### config.mk
export PLATFORM = sky130hd
export DESIGN_NAME = fetch_buffer
export DESIGN_NICKNAME = d
export VERILOG_FILES = /design/src/rtl/fetch_buffer.sv
export SDC_FILE = /design/constraint.sdc
export NUM_CORES = 1
export LEC_CHECK = 0
export ABC_AREA = 1
export CORE_MARGIN = 2
export CORE_UTILIZATION = 40
export CTS_CLUSTER_SIZE = 8
export DETAILED_ROUTE_END_ITERATION = 10
export GPL_TIMING_DRIVEN = 0
export PLACE_DENSITY = 0.7
export SETUP_SLACK_MARGIN = 0.5
export SKIP_CTS_REPAIR_TIMING = 1
export SYNTH_ARGS = -nofsm -noshare
export SYNTH_HDL_FRONTEND = slang
export SYNTH_SLANG_ARGS = --single-unit
### constraint.sdc
create_clock -name clk -period 11.4 [get_ports clk]
set_input_delay 1.71 -clock clk [delete_from_list [all_inputs] [get_ports clk]]
set_output_delay 1.71 -clock clk [all_outputs]
set_load 0.005 [all_outputs]
### src/rtl/fetch_buffer.sv
// Instruction fetch stage: owns the fetch PC, issues reads to a 1-cycle synchronous ROM,
// and queues {pc, instr} pairs in a small FIFO drained by decode; redirects flush everything.
module fetch_buffer #(
   parameter int unsigned      WIDTH    = 32,
   parameter int unsigned      DEPTH    = 4,
   parameter logic [WIDTH-1:0] RESET_PC = 32'hBFC00000
) (
   input  logic                       clk,
   input  logic                       rst,
   input  logic                       redirect,
   input  logic [WIDTH-1:0]           redirect_pc,
   output logic                       imem_req,
   output logic [WIDTH-1:0]           imem_addr,
   input  logic [31:0]                imem_rdata,
   output logic                       out_valid,
   input  logic                       out_ready,
   output logic [31:0]                out_instr,
   output logic [WIDTH-1:0]           out_pc,
   output logic [$clog2(DEPTH):0]     occupancy
);

   localparam int unsigned PTR_W = $clog2(DEPTH);
   localparam int unsigned CNT_W = PTR_W + 1;
   localparam logic [CNT_W:0]   DEPTH_V   = (CNT_W + 1)'(DEPTH);
   localparam logic [CNT_W-1:0] DEPTH_CNT = CNT_W'(DEPTH);

   typedef struct packed {
      logic [WIDTH-1:0] pc;
      logic [31:0]      instr;
   } entry_t;

   entry_t           mem [DEPTH];
   logic [PTR_W-1:0] wr_ptr;
   logic [PTR_W-1:0] rd_ptr;
   logic [CNT_W-1:0] count;
   logic [CNT_W-1:0] count_next;
   logic [CNT_W:0]   pending;
   logic [WIDTH-1:0] fetch_pc;
   logic [WIDTH-1:0] inflight_pc;
   logic [WIDTH-1:0] target_pc;
   logic             inflight;
   logic             credit_ok;
   logic             push;
   logic             pop;

   // A read is only issued when the FIFO still has room for its response,
   // counting the one that may already be in flight, so a push can never overflow.
   always_comb begin
      pending   = {1'b0, count} + {{CNT_W{1'b0}}, inflight};
      credit_ok = (pending < DEPTH_V);
      imem_req  = !rst && !redirect && credit_ok;
      push      = inflight && !redirect;
      pop       = out_valid && out_ready;
      target_pc = redirect_pc & ~WIDTH'(3);
   end

   // NOTE: every always_comb output is given a default first so no latch is inferred.
   always_comb begin
      count_next = count;
      if (redirect) begin
         count_next = '0;
      end else if (push && !pop) begin
         count_next = count + CNT_W'(1);
      end else if (pop && !push) begin
         count_next = count - CNT_W'(1);
      end
   end

   assign imem_addr = fetch_pc;
   assign out_valid = (count != '0);
   assign occupancy = count;
   assign out_pc    = mem[rd_ptr].pc;
   assign out_instr = mem[rd_ptr].instr;

   // NOTE: sequential state uses non-blocking assignments only, so every flop
   // samples the values that were present before the edge.
   always_ff @(posedge clk or posedge rst) begin
      if (rst) begin
         fetch_pc    <= RESET_PC;
         inflight    <= 1'b0;
         inflight_pc <= '0;
         count       <= '0;
         wr_ptr      <= '0;
         rd_ptr      <= '0;
         // NOTE: the storage is reset too, because the head fields are visible
         // on the outputs and must read as zero after reset.
         for (int i = 0; i < int'(DEPTH); i++) begin
            mem[i] <= '0;
         end
      end else begin
         count    <= count_next;
         inflight <= imem_req;
         if (imem_req) begin
            inflight_pc <= fetch_pc;
            fetch_pc    <= fetch_pc + WIDTH'(4);
         end
         if (redirect) begin
            // The response returning now belongs to the old path and is dropped.
            fetch_pc <= target_pc;
            wr_ptr   <= '0;
            rd_ptr   <= '0;
         end else begin
            if (push) begin
               mem[wr_ptr] <= '{pc: inflight_pc, instr: imem_rdata};
               wr_ptr      <= wr_ptr + PTR_W'(1);
            end
            if (pop) begin
               rd_ptr <= rd_ptr + PTR_W'(1);
            end
         end
      end
   end

   a_no_overflow : assert property (@(posedge clk) disable iff (rst) count <= DEPTH_CNT);

   a_head_stable : assert property (@(posedge clk) disable iff (rst)
      (out_valid && !out_ready && !redirect) |=> ($stable(out_pc) && $stable(out_instr)));

endmodule

==> run metrics <==
unrepaired setup endpoints after global routing=false; Reg2Reg Setup Slack=9390 ps; worst vdd ir=0.127 mV; CTS root buf=clkbuf_16; met1 wire length=18.7 mm; Max Clock Freq=167 MHz; Cell Area, Synth=14400 µm²; Hold Crit Start=mem[181]$_DFFE_PP0P_; Netlist cell types=40; clk slew on worst S/H paths=50 ps; Initial Util=0.406; Sink Count=316; 1st-iter DRT viols=1061; CP Capture Type=primary output; Total GRT Usage=0.227; CP max FO=38; ANT cells=0; Detail Placement HPWL=roughly 30 mm; hold path depth=2; largest cells by area after synthesis=dfrtp_1 (53%), o21ai_0 (13%), nand2_1 (9.6%), nor2_1 (4.4%), o22ai_1 (2.7%); mux cell area share after synthesis=0; DR top layer=met4; area leader, netlist=dfrtp_1; routed len/inst=18.2 µm; register area share after synthesis=0.550; Total Wirelength=roughly 43 mm; H-tree depth=2; Worst Skew=17.0 ps; WL met2=between 15 and 20 mm; Non-Filler Instances=2359; Ports=169; Die Wd=slightly below 200 µm; Nets=1961; Power Density=about 240 nW/µm²; drt pass-1 iters=7; core area=35500 µm²; met3 routed WL=3.61 mm; HP Class=flip-flop to flip-flop; Clock Path Buffers=3; Util after Layout=0.507; Tmin final=5980 ps; placement-stage cell area=about 17000 µm²; GRT overflow=0; R2R cell count=10; count leader, synth=o21ai_0; largest net degree at the start of global routing=44; Crit Reg-Reg Startpoint=occupancy[2]$_DFFE_PP0P_; post-synthesis adder-cell area fraction=0.00574; Layout Cell Area excl Fill=18000 µm²; area grow syn2layout=25.0%; Seq cells post-synth=316; Worst EP required=9690 ps; row count=69; dominant synthesized flop cell=dfrtp_1; Pleak=8.26 nW; first-pass GRT wire length=69.1 mm; period utilisation layout=0.524; Clk Latency, worst-skew pair=approximately 530 ps; cells after synthesis=1669; compound-cell area share of the yosys netlist=0.188; status=finished, final reports clean; routed vias/inst=between 5 and 6; Worst slew margin=0.393; Synth Warn #=0; largest family of logic cells by synthesized area=compound AO/OA/AOI/OAI gates; Syn Area/Cell=8.62 µm²; xor/xnor cell area share of the yosys netlist=0.00365; antenna violations before repair=0; DP Worst Slack=5350 ps; Tot Pwr=between 4 and 5 mW; layout cells sized above 1=0.0774; Final Hold Viols=0; top cell type's share of synthesized area=0.534; Arr. time, crit path=4270 ps; Die Y=between 150 and 200 µm; Post-synth EDFFs=0; residual DRC count=0; Max Slew Vio Count=0; CTS tree=done; setup violators final=0; via count=12800; DRT antenna net count=0; max cap viols=0; Synth Area in Simple Gates=0.175; number of buffer cells added on primary ports=161; worst reg2reg path endpoint=occupancy[2]$_DFFE_PP0P_; WHS Endpoint=mem[181]$_DFFE_PP0P_; worst slew pin tran=908 ps; Commonest cells post-synth=o21ai_0 (375), nand2_1 (368), dfrtp_1 (307); die area=roughly 38000 µm²; vias in the first global route=12700; Final WS setup=5420 ps; crit path kind=input pin to primary output; Worst setup SP type=input pin; CTS Buf Count=45; post-synthesis async set-or-reset flop share=1.00; GPL Wtd Cong=0.847; Cells after DPL=~2300
-- layer usage --
layer,vias to the layer above,GRT usage
li1,5956,-
met1,6207,0.322
met2,532,0.358
met4,0,0.0616
met3,83,0.0451
met5,-,0
-- sequential cells by signal (all words and copies together), names as in the netlist --
name         flops
inflight         1
occupancy        3
imem_addr       30
wr_ptr           2
rd_ptr           2
mem            248
inflight_pc     30
-- per-stage QoR --
step	TNS [ps]	hold slack, ps
CTS	0	480
detailed placement	0	467
global placement	-510	461
floorplan	0	448
finish	0	477
global route	0	494
-- kinds of logic after synthesis --
family / Yosys count
compound gates: 509
flops: 316
other cells: 1
simple gates: 616
xor+xnor: 6
buf+inv: 215
fa+ha+maj: 6
-- worst max-delay path, stage by stage --
cell             delay (ps)
clkdlybuf4s50_1         540
clkinvlp_4              740
nand3_2                 390
inv_2                   100
buf_6                   160
buf_6                   150
clkdlybuf4s50_1         460
-- final cells by class --
cell class              count  area, µm²
inverters                 104        402
flip-flops and latches    316       7920
plain buffers             111        706
clock inverters             2       38.8
well taps                 461        577
multi-input cells        1141       5380
repair buffers            168       1750
fillers                  3293      17500
clock buffers              56       1210
-- power by group --
group / internal (mW) / total, mW / switching (mW) / leakage (nW)
Combinational: 0.679 / 1.48 / 0.797 / 3.52
Sequential: 1.44 / 1.64 / 0.193 / 4.14
Clock: 0.752 / 1.22 / 0.464 / 0.608
Total: 2.87 / 4.33 / 1.45 / 8.26
-- cells in the final DEF (no fill, tap or decap), drive strengths merged --
cell,n
clkbuf,114
dfstp,9
or2,4
a22o,1
conb,4
dfrtp,307
nor3,1
inv,103
clkinv,1
o211ai,4
nand3b,1
buf,60
nor2,180
xnor2,2
o22ai,62
o21bai,3
a21oi,11
nand3,50
ha,5
bufinv,1
fa,1
o21ai,406
o221ai,1
nand4,2
clkdlybuf4s50,161
a21boi,1
and2,1
clkinvlp,1
a22oi,20
xor2,4
nand2,377
-- how the worst max path moves through the flow --
stage,start,endpoint,cells after the start
5_1_grt,rst,imem_req,7
4_1_cts,rst,imem_req,7
2_1_floorplan,rst,imem_req,5
6_report,rst,imem_req,7
3_3_place_gp,rst,imem_req,7
3_5_place_dp,rst,imem_req,7
No activity file was read; power rests on OpenSTA's default activity.
